**src/rtl/band_dispatcher_if.sv**
```systemverilog
// Handshake bundle for band_dispatcher: configuration, raw sample input,
// first-band and next-band output streams. slave = dispatcher, master = env.
interface band_dispatcher_if #(
    parameter int DATA_WIDTH          = 16,
    parameter int BLOCK_WIDTH_LOG_MAX = 4,
    parameter int BAND_COUNT_WIDTH    = 8
);
    logic                           cfg_valid;
    logic                           cfg_ready;
    logic [BLOCK_WIDTH_LOG_MAX-1:0] cfg_width_m1;
    logic [BLOCK_WIDTH_LOG_MAX-1:0] cfg_height_m1;
    logic [BAND_COUNT_WIDTH-1:0]    cfg_bands_m1;

    logic                           x_valid;
    logic                           x_ready;
    logic [DATA_WIDTH-1:0]          x_data;

    logic                           fb_valid;
    logic                           fb_ready;
    logic [DATA_WIDTH-1:0]          fb_data;
    logic                           fb_last_row;
    logic                           fb_last_slice;

    logic                           nb_valid;
    logic                           nb_ready;
    logic [DATA_WIDTH-1:0]          nb_data;
    logic                           nb_last_row;
    logic                           nb_last_slice;
    logic                           nb_last_block;

    modport slave (
        input  cfg_valid, cfg_width_m1, cfg_height_m1, cfg_bands_m1,
        output cfg_ready,
        input  x_valid, x_data,
        output x_ready,
        output fb_valid, fb_data, fb_last_row, fb_last_slice,
        input  fb_ready,
        output nb_valid, nb_data, nb_last_row, nb_last_slice, nb_last_block,
        input  nb_ready
    );

    modport master (
        output cfg_valid, cfg_width_m1, cfg_height_m1, cfg_bands_m1,
        input  cfg_ready,
        output x_valid, x_data,
        input  x_ready,
        input  fb_valid, fb_data, fb_last_row, fb_last_slice,
        output fb_ready,
        input  nb_valid, nb_data, nb_last_row, nb_last_slice, nb_last_block,
        output nb_ready
    );
endinterface

```
**src/rtl/band_dispatcher.sv**
```systemverilog
// Band-sequential sample dispatcher: band 0 to fb port, later bands to nb,
// with row/slice/block end tags. Ports: clk, rst, bus (slave), busy, block_done.
module band_dispatcher #(
    parameter int DATA_WIDTH          = 16,
    parameter int BLOCK_WIDTH_LOG_MAX = 4,
    parameter int BAND_COUNT_WIDTH    = 8
) (
    input  logic             clk,
    input  logic             rst,
    band_dispatcher_if.slave bus,
    output logic             busy,
    output logic             block_done
);
    typedef enum logic [1:0] {
        IDLE  = 2'd0,
        FIRST = 2'd1,
        NEXT  = 2'd2
    } state_t;

    state_t state, state_n;

    logic [BLOCK_WIDTH_LOG_MAX-1:0] col, row;
    logic [BLOCK_WIDTH_LOG_MAX-1:0] width_m1, height_m1;
    logic [BAND_COUNT_WIDTH-1:0]    band, bands_m1;

    logic [DATA_WIDTH-1:0] pass_data;
    logic last_row, last_slice, last_band, x_hs;

    assign pass_data  = bus.x_data;
    assign last_row   = (col == width_m1);
    assign last_slice = last_row && (row == height_m1);
    assign last_band  = (band == bands_m1);
    assign x_hs       = bus.x_valid && bus.x_ready;
    assign busy       = (state != IDLE);

    // Data and tags are driven unconditionally; consumers qualify by valid.
    assign bus.fb_data       = pass_data;
    assign bus.fb_last_row   = last_row;
    assign bus.fb_last_slice = last_slice;
    assign bus.nb_data       = pass_data;
    assign bus.nb_last_row   = last_row;
    assign bus.nb_last_slice = last_slice;
    assign bus.nb_last_block = last_slice && last_band;

    always_comb begin
        state_n       = state;
        bus.cfg_ready = 1'b0;
        bus.x_ready   = 1'b0;
        bus.fb_valid  = 1'b0;
        bus.nb_valid  = 1'b0;
        unique case (state)
            IDLE: begin
                bus.cfg_ready = 1'b1;
                if (bus.cfg_valid)
                    state_n = FIRST;
            end
            FIRST: begin
                bus.fb_valid = bus.x_valid;
                bus.x_ready  = bus.fb_ready;
                if (x_hs && last_slice)
                    state_n = (bands_m1 != '0) ? NEXT : IDLE;
            end
            NEXT: begin
                bus.nb_valid = bus.x_valid;
                bus.x_ready  = bus.nb_ready;
                if (x_hs && last_slice && last_band)
                    state_n = IDLE;
            end
            default: state_n = IDLE;
        endcase
    end

    always_ff @(posedge clk or posedge rst) begin
        if (rst)
            state <= IDLE;
        else
            state <= state_n;
    end

    always_ff @(posedge clk or posedge rst) begin
        if (rst) begin
            col        <= '0;
            row        <= '0;
            band       <= '0;
            width_m1   <= '0;
            height_m1  <= '0;
            bands_m1   <= '0;
            block_done <= 1'b0;
        end else begin
            // In FIRST with a single band, band==bands_m1==0, so this
            // covers both ways a block can finish.
            block_done <= x_hs && last_slice && last_band;
            if (state == IDLE && bus.cfg_valid) begin
                width_m1  <= bus.cfg_width_m1;
                height_m1 <= bus.cfg_height_m1;
                bands_m1  <= bus.cfg_bands_m1;
                col       <= '0;
                row       <= '0;
                band      <= '0;
            end else if (x_hs) begin
                if (last_row) begin
                    col <= '0;
                    if (last_slice) begin
                        row  <= '0;
                        band <= band + BAND_COUNT_WIDTH'(1);
                    end else begin
                        row <= row + BLOCK_WIDTH_LOG_MAX'(1);
                    end
                end else begin
                    col <= col + BLOCK_WIDTH_LOG_MAX'(1);
                end
            end
        end
    end
endmodule

```
**src/flat_wrapper.sv**
```systemverilog
// flat-port wrapper written by rule: the top's interface ports become plain ports
module band_dispatcher_flat 
#(
    parameter int DATA_WIDTH          = 16,
    parameter int BLOCK_WIDTH_LOG_MAX = 4,
    parameter int BAND_COUNT_WIDTH    = 8
)
  (clk, rst, busy, block_done, bus_cfg_valid, bus_cfg_width_m1, bus_cfg_height_m1, bus_cfg_bands_m1, bus_cfg_ready, bus_x_valid, bus_x_data, bus_x_ready, bus_fb_valid, bus_fb_data, bus_fb_last_row, bus_fb_last_slice, bus_fb_ready, bus_nb_valid, bus_nb_data, bus_nb_last_row, bus_nb_last_slice, bus_nb_last_block, bus_nb_ready);
  band_dispatcher_if #(.DATA_WIDTH(DATA_WIDTH), .BLOCK_WIDTH_LOG_MAX(BLOCK_WIDTH_LOG_MAX), .BAND_COUNT_WIDTH(BAND_COUNT_WIDTH)) bus_i ();
  input  logic clk;
  input  logic rst;
  output logic busy;
  output logic block_done;
  input wire logic [$bits(bus_i.cfg_valid)-1:0] bus_cfg_valid;
  input wire logic [$bits(bus_i.cfg_width_m1)-1:0] bus_cfg_width_m1;
  input wire logic [$bits(bus_i.cfg_height_m1)-1:0] bus_cfg_height_m1;
  input wire logic [$bits(bus_i.cfg_bands_m1)-1:0] bus_cfg_bands_m1;
  output wire logic [$bits(bus_i.cfg_ready)-1:0] bus_cfg_ready;
  input wire logic [$bits(bus_i.x_valid)-1:0] bus_x_valid;
  input wire logic [$bits(bus_i.x_data)-1:0] bus_x_data;
  output wire logic [$bits(bus_i.x_ready)-1:0] bus_x_ready;
  output wire logic [$bits(bus_i.fb_valid)-1:0] bus_fb_valid;
  output wire logic [$bits(bus_i.fb_data)-1:0] bus_fb_data;
  output wire logic [$bits(bus_i.fb_last_row)-1:0] bus_fb_last_row;
  output wire logic [$bits(bus_i.fb_last_slice)-1:0] bus_fb_last_slice;
  input wire logic [$bits(bus_i.fb_ready)-1:0] bus_fb_ready;
  output wire logic [$bits(bus_i.nb_valid)-1:0] bus_nb_valid;
  output wire logic [$bits(bus_i.nb_data)-1:0] bus_nb_data;
  output wire logic [$bits(bus_i.nb_last_row)-1:0] bus_nb_last_row;
  output wire logic [$bits(bus_i.nb_last_slice)-1:0] bus_nb_last_slice;
  output wire logic [$bits(bus_i.nb_last_block)-1:0] bus_nb_last_block;
  input wire logic [$bits(bus_i.nb_ready)-1:0] bus_nb_ready;
  assign bus_i.cfg_valid = bus_cfg_valid;
  assign bus_i.cfg_width_m1 = bus_cfg_width_m1;
  assign bus_i.cfg_height_m1 = bus_cfg_height_m1;
  assign bus_i.cfg_bands_m1 = bus_cfg_bands_m1;
  assign bus_cfg_ready = bus_i.cfg_ready;
  assign bus_i.x_valid = bus_x_valid;
  assign bus_i.x_data = bus_x_data;
  assign bus_x_ready = bus_i.x_ready;
  assign bus_fb_valid = bus_i.fb_valid;
  assign bus_fb_data = bus_i.fb_data;
  assign bus_fb_last_row = bus_i.fb_last_row;
  assign bus_fb_last_slice = bus_i.fb_last_slice;
  assign bus_i.fb_ready = bus_fb_ready;
  assign bus_nb_valid = bus_i.nb_valid;
  assign bus_nb_data = bus_i.nb_data;
  assign bus_nb_last_row = bus_i.nb_last_row;
  assign bus_nb_last_slice = bus_i.nb_last_slice;
  assign bus_nb_last_block = bus_i.nb_last_block;
  assign bus_i.nb_ready = bus_nb_ready;
  band_dispatcher #(.DATA_WIDTH(DATA_WIDTH), .BLOCK_WIDTH_LOG_MAX(BLOCK_WIDTH_LOG_MAX), .BAND_COUNT_WIDTH(BAND_COUNT_WIDTH)) u_core (.clk(clk), .rst(rst), .bus(bus_i), .busy(busy), .block_done(block_done));
endmodule
```
**config.mk**
```make
export PLATFORM = sky130hd
export DESIGN_NAME = band_dispatcher_flat
export DESIGN_NICKNAME = d
export VERILOG_FILES = /design/src/rtl/band_dispatcher_if.sv /design/src/rtl/band_dispatcher.sv /design/src/flat_wrapper.sv
export SDC_FILE = /design/constraint.sdc
export NUM_CORES = 1
export LEC_CHECK = 0
export CORE_MARGIN = 10
export CORE_UTILIZATION = 27
export DETAILED_ROUTE_END_ITERATION = 10
export SLEW_MARGIN = 25
export SYNTH_ARGS = -nofsm -noshare
export SYNTH_HDL_FRONTEND = slang
export SYNTH_SLANG_ARGS = --single-unit
```
**constraint.sdc**
```tcl
create_clock -name clk -period 5.5 [get_ports clk]
set_input_delay 1.375 -clock clk [delete_from_list [all_inputs] [get_ports clk]]
set_output_delay 1.375 -clock clk [all_outputs]
set_load 0.02 [all_outputs]
```
==> impl_metrics.tcl, run 1 <==
set metrics [dict create \
    postRouteWirelength_um 4450 \
    drtIter0Drc 65 \
    routedWlPerCell_um 12.7 \
    cpPeakStageDelay_ns 0.53 \
    cp.arrival_ns 2.75 \
    swShare_pct 39.6 \
    die_y_um 111 \
    p_sw_uw 381 \
    rsz0062_at_grt "false" \
    powerDensity_nw_per_um2 388 \
    hp-class "reg2reg" \
    clkSlewWorstSetupHoldPaths_ns 0.06 \
    synth_seq_cells 35 \
    layout-drive-gt1-share_pct 10.5 \
    root_buffer "clkbuf_8" \
    setup_ws_ns 1.38 \
    diodes 0 \
    post-cts-setup-buffers 0 \
    async_reset_ff_share_pct 100 \
    core_um2 7850 \
    worst_pin_slew_ns 0.560 \
    fin_tns_setup_ns 0 \
    netlist_area_um2 2210 \
    die_w_um 111 \
    finalHoldViolCount 0 \
    design.die.area_um2 12200 \
    ys_top_cells_by_area "dfrtp_1 40%, buf_4 12%, nand2_1 9.3%" \
    synth_ff_type "dfrtp_1" \
    dp_hpwl_um 3440 \
    drc_errors 0 \
    worstPathCellList "clkdlybuf4s50_1 > a22o_2 > and2_1 > clkdlybuf4s50_1" \
    ys_types 44 \
    ioPinCount 81 \
    globalRouteOverflowTotal 0 \
    finish.utilization_pct 31.5 \
    netlist_instances 245 \
    period_share_pct 74.9 \
    fmax_mhz 243 \
    synth_common_cells "55 x nand2_1, 35 x dfrtp_1, 34 x buf_4, 18 x nor2_1, 11 x xnor2_1" \
    antenna_found_initial 0 \
    track_usage_pct 7.55 \
    numCtsBuffers 5 \
    grt_pass1_wl_um 7770 \
    skew_ns 0.00651 \
    cts_resized 0 \
    detail-route-antenna-nets 0 \
    path_delay_family "buffers and inverters" \
    clock_latency_ns 0.28 \
    finalCriticalPeriod_ns 4.12 \
    grt_pass1_vias 1577 \
    portBuffers 32 \
    slew_viol_final 0 \
    row_count 32 \
    power.internal_uw 580 \
    path_buf_inv 2 \
    sequentialPowerShare_pct 39.7 \
    fin_nets 290 \
    fill_cells 838 \
    drt-vias-per-instance 4.45 \
    crit_path_start "bus_nb_ready" \
    vias 1553 \
    path_common_cell "clkdlybuf4s50_1" \
    r2r-start "u_core.state[0]" \
    syn-num-nets 289 \
    hold_buffers 0 \
    drt_first_pass_iters 4 \
    cp.required_ns 4.12 \
    synth_most_common_cell "nand2_1" \
    synth_edf_count 0 \
    crit_fanout 3 \
    yosys_warnings 0 \
    syn_to_final_growth_pct 11.8 \
    p_clk_share_pct 18.0 \
    finalPower_uw 960 \
    synth_area_per_cell_um2 9.03 \
    setup_viol 0 \
    crit_type "in2out" \
    place.gp.congestion 0.721 \
    r2r_end "u_core.state[1]" \
    crit_end "bus_x_ready" \
    start_util_pct 28.2 \
    critPathSlowestCell "clkdlybuf4s50_1" \
    yosysTopAreaCell "dfrtp_1" \
    cts_buffer_depth 2 \
    leakagePower_uw 0.00112 \
    power_frac_comb_pct 42.3 \
    r2r_setup_slack_ns 3.52 \
    preCtsSetupSlack_ns 1.37 \
    worstSetupPathDepth 4 \
    startpoint_type "input pin" \
    ys_seq_area_share_pct 39.6 \
    cts_tree "done" \
    worst-r2r-cell-count 7 \
    htreeDepth 2 \
    placed_area_um2 2390 \
    synth_top_area_share_pct 39.6 \
    ir_drop_uv 105 \
    clock_sinks 35 \
    fin_area_um2 2470 \
    drv_cap 0 \
    critPathCaptureType "primary output" \
    relSlewSlack_pct 62.6 \
    status "completed" \
    grt_max_degree 28 \
]
==> worst min-delay path: stages, from the launching register on <==
cell     delay (ns)
dfrtp_1        0.36
nand2_1        0.05
nand2_1        0.06
==> placed cells by master (no fill, tap or decap), drive strengths merged, types with 3 or more instances in the layout <==
| cell | synthesis | final |
|---|---|---|
| nand2 | 56 | 56 |
| dfrtp | 35 | 35 |
| clkdlybuf4s50 | 0 | 32 |
| nor2 | 18 | 18 |
| xnor2 | 11 | 11 |
| xor2 | 10 | 10 |
| a21oi | 9 | 9 |
| nand3 | 8 | 8 |
| inv | 7 | 7 |
| clkbuf | 4 | 7 |
| ha | 6 | 6 |
| nand4 | 6 | 6 |
| nor4 | 6 | 6 |
| and2 | 3 | 3 |
| nor3 | 3 | 3 |
| o21ai | 3 | 3 |
==> cell families after synthesis <==
| group | share of synthesized area (%) |
|---|---|
| adders and majority gates | 3.39 |
| muxes | 0.905 |
| AOI/OAI and AO/OA | 7.52 |
| and+or+nand+nor | 25.7 |
| DFF | 39.6 |
| xor gates and xnor gates | 8.31 |
| buffers and inverters | 14.5 |
==> registers in the layout, indices dropped and copies added (netlist names) <==
register           cells
u_core.band            8
u_core.bands_m1        8
u_core.col             4
u_core.height_m1       4
u_core.row             4
u_core.width_m1        4
u_core.state           2
u_core.block_done      1
==> stage by stage <==
stage               std cells  hold WS (ns)
finish                    349         0.502
CTS                       349         0.505
detailed placement        341         0.488
global placement          341         0.485
global route              349         0.527
floorplan                 245         0.467
==> per-layer routing <==
metal	track usage, %	share of wire (%)	up-vias	wire, um
met4	4.06	2.3	0	103
met2	11.5	47	27	2110
met1	9.25	45	732	2010
met5	0	0	-	0
li1	-	-	787	-
met3	2.43	5.1	7	225
==> how the worst min path moves through the flow <==
stage | depth (start not counted) | slack [ns] | from | endpoint
floorplan | 2 | 0.47 | u_core.height_m1[3] | u_core.height_m1[3]
detailed placement | 2 | 0.49 | u_core.height_m1[0] | u_core.height_m1[0]
global route | 2 | 0.53 | u_core.height_m1[1] | u_core.height_m1[1]
global placement | 2 | 0.49 | u_core.height_m1[0] | u_core.height_m1[0]
CTS | 2 | 0.51 | u_core.height_m1[0] | u_core.height_m1[0]
finish | 2 | 0.50 | u_core.height_m1[1] | u_core.height_m1[1]
==> power groups by stage <==
stage               Combinational (uW)  Clock, uW  Sequential, uW
finish                             407        173             381
global placement                   409          0             386
CTS                                414        181             383
global route                       459        191             391
floorplan                          343          0             370
detailed placement                 412          0             388
==> layout make-up <==
cell class / instances / area [um^2] / area share [%]
sequential: 35 / 876 / 35.4
timing repair buffer: 34 / 335 / 13.6
clock buffer: 7 / 76.3 / 3.09
tap: 102 / 128 / 5.16
inverter: 8 / 35.0 / 1.42
multi-input combinational: 162 / 1020 / 41.1
clock inverter: 1 / 5.00 / 0.202
No activity file was read; power rests on OpenSTA's default activity.
==> inputs of run 2 (changes only) <==
Clock period 5.5 ns to 3.9 ns, I/O delays scaled along.
==> impl_metrics.tcl, run 2 (same netlist as run 1, synthesis figures left out) <==
set metrics [dict create \
    track_usage_pct 7.59 \
    routedWlPerCell_um 13.1 \
    clkSlewWorstSetupHoldPaths_ns 0.07 \
    diodes 0 \
    r2r_end "u_core.state[1]" \
    htreeDepth 2 \
    skew_ns 0.00684 \
    cp.required_ns 2.92 \
    path_common_cell "clkdlybuf4s50_1" \
    drt_first_pass_iters 4 \
    vias 1565 \
    holdPathEnd "u_core.height_m1[0]" \
    cts_buffer_depth 2 \
    critPathSlowestCell "clkdlybuf4s50_1" \
    clock_latency_ns 0.29 \
    finish.utilization_pct 32.1 \
    relSlewSlack_pct 41.7 \
    drv_cap 0 \
    clock_sinks 35 \
    r2r_setup_slack_ns 1.89 \
    finalCriticalPeriod_ns 3.32 \
    core_um2 7850 \
    slew_viol_final 0 \
    post-cts-setup-buffers 0 \
    worstSetupPathDepth 4 \
    hp-class "reg2reg" \
    crit_path_start "bus_nb_ready" \
    grt_pass1_vias 1612 \
    startpoint_type "input pin" \
    hold_buffers 0 \
    cpPeakStageDelay_ns 0.53 \
    drc_errors 0 \
    drtIter0Drc 87 \
    portBuffers 32 \
    setup_viol 0 \
    syn_to_final_growth_pct 13.7 \
    row_count 32 \
    cp.arrival_ns 2.35 \
    final_cell_mix "55 x nand2_1, 35 x dfrtp_1, 32 x clkdlybuf4s50_1, 17 x nor2_1, 11 x xnor2_1" \
    path_delay_family "buffers and inverters" \
    numCtsBuffers 5 \
    cts_resized 0 \
    layout_commonest_cell "nand2_1" \
    die_w_um 111 \
    antenna_found_initial 0 \
    worstPathCellList "clkdlybuf4s50_1 > a22o_2 > and2_1 > clkdlybuf4s50_1" \
    topRoutingLayerUsed "met4" \
    grt_max_degree 32 \
    detail-route-antenna-nets 0 \
    powerDensity_nw_per_um2 579 \
    worst-r2r-cell-count 7 \
    top_regs "u_core.band: 8 flops, u_core.bands_m1: 8 flops" \
    fmax_mhz 301 \
    wl_met1_um 2110 \
    grt_pass1_wl_um 7880 \
    design.die.area_um2 12200 \
    layout-drive-gt1-share_pct 11.7 \
    wl_met2_um 2110 \
    drt-vias-per-instance 4.47 \
    fin_nets 291 \
    rsz0062_at_grt "false" \
    leakagePower_uw 0.00114 \
    ioPinCount 81 \
    crit_type "in2out" \
    start_util_pct 28.2 \
    crit_fanout 3 \
    ir_drop_uv 122 \
    die_y_um 111 \
    globalRouteOverflowTotal 0 \
    place.gp.congestion 0.741 \
    status "completed" \
    critPathCaptureType "primary output" \
    r2r-start "u_core.state[0]" \
    hold_depth 2 \
    postRouteWirelength_um 4570 \
    worst_pin_slew_ns 0.873 \
    finalHoldViolCount 0 \
    dp_hpwl_um 3460 \
    cts_tree "done" \
    period_share_pct 85.2 \
    min-delay-start "u_core.height_m1[0]" \
    fin_tns_setup_ns 0 \
    wl_met3_um 259 \
    root_buffer "clkbuf_8" \
    path_buf_inv 2 \
]
-- run 2: cell types whose count changed in the layout (fill, tap and decap cells not counted), sizes merged --
cell / before / now
clkbuf: 7 / 6
buf: 2 / 3
bufinv: 0 / 1
-- run 2: worst min-delay path, delay by kind of cell, from the launching register on --
kind | cells | cell delay (ns)
and+or+nand+nor | 2 | 0.11
DFF | 1 | 0.36
-- run 2: worst max-delay path by stage --
stage	end	slack [ns]
2_1_floorplan	bus_nb_last_block	1.40
3_3_place_gp	bus_x_ready	0.58
3_5_place_dp	bus_x_ready	0.56
4_1_cts	bus_x_ready	0.56
5_1_grt	bus_x_ready	0.54
6_report	bus_x_ready	0.58
-- run 2: final cells by class --
type | count | area [um^2]
Clock inverter | 2 | 35.0
Fill cell | 843 | 5330
Timing Repair Buffer | 35 | 343
Sequential cell | 35 | 876
Multi-Input combinational cell | 162 | 1020
Inverter | 8 | 35.0
Clock buffer | 6 | 82.6
Tap cell | 102 | 128
-- run 2: metal layers --
| metal | vias up | track usage, % |
|---|---|---|
| li1 | 787 | - |
| met1 | 750 | 9.18 |
| met2 | 22 | 11.6 |
| met3 | 6 | 2.65 |
| met4 | 0 | 3.80 |
| met5 | - | 0 |
-- run 2: where the power goes --
part	internal (uW)	switching, uW	leakage (uW)	total (uW)
Combinational	238	339	0.000621	577
Clock	207	134	0.0000612	341
Sequential	455	83.3	0.000460	539
Total	900	557	0.00114	1460
-- run 2: stage by stage --
step / cells / hold WS [ns] / power (uW) / setup WS (ns) / area (um^2)
final: 350 / 0.498 / 1460 / 0.578 / 2520
after global routing: 350 / 0.525 / 1560 / 0.540 / 2520
after CTS: 350 / 0.506 / 1480 / 0.562 / 2520
after detailed placement: 342 / 0.489 / 1140 / 0.562 / 2400
after global placement: 342 / 0.485 / 1130 / 0.576 / 2400
after floorplan: 245 / 0.467 / 1010 / 1.40 / 2210
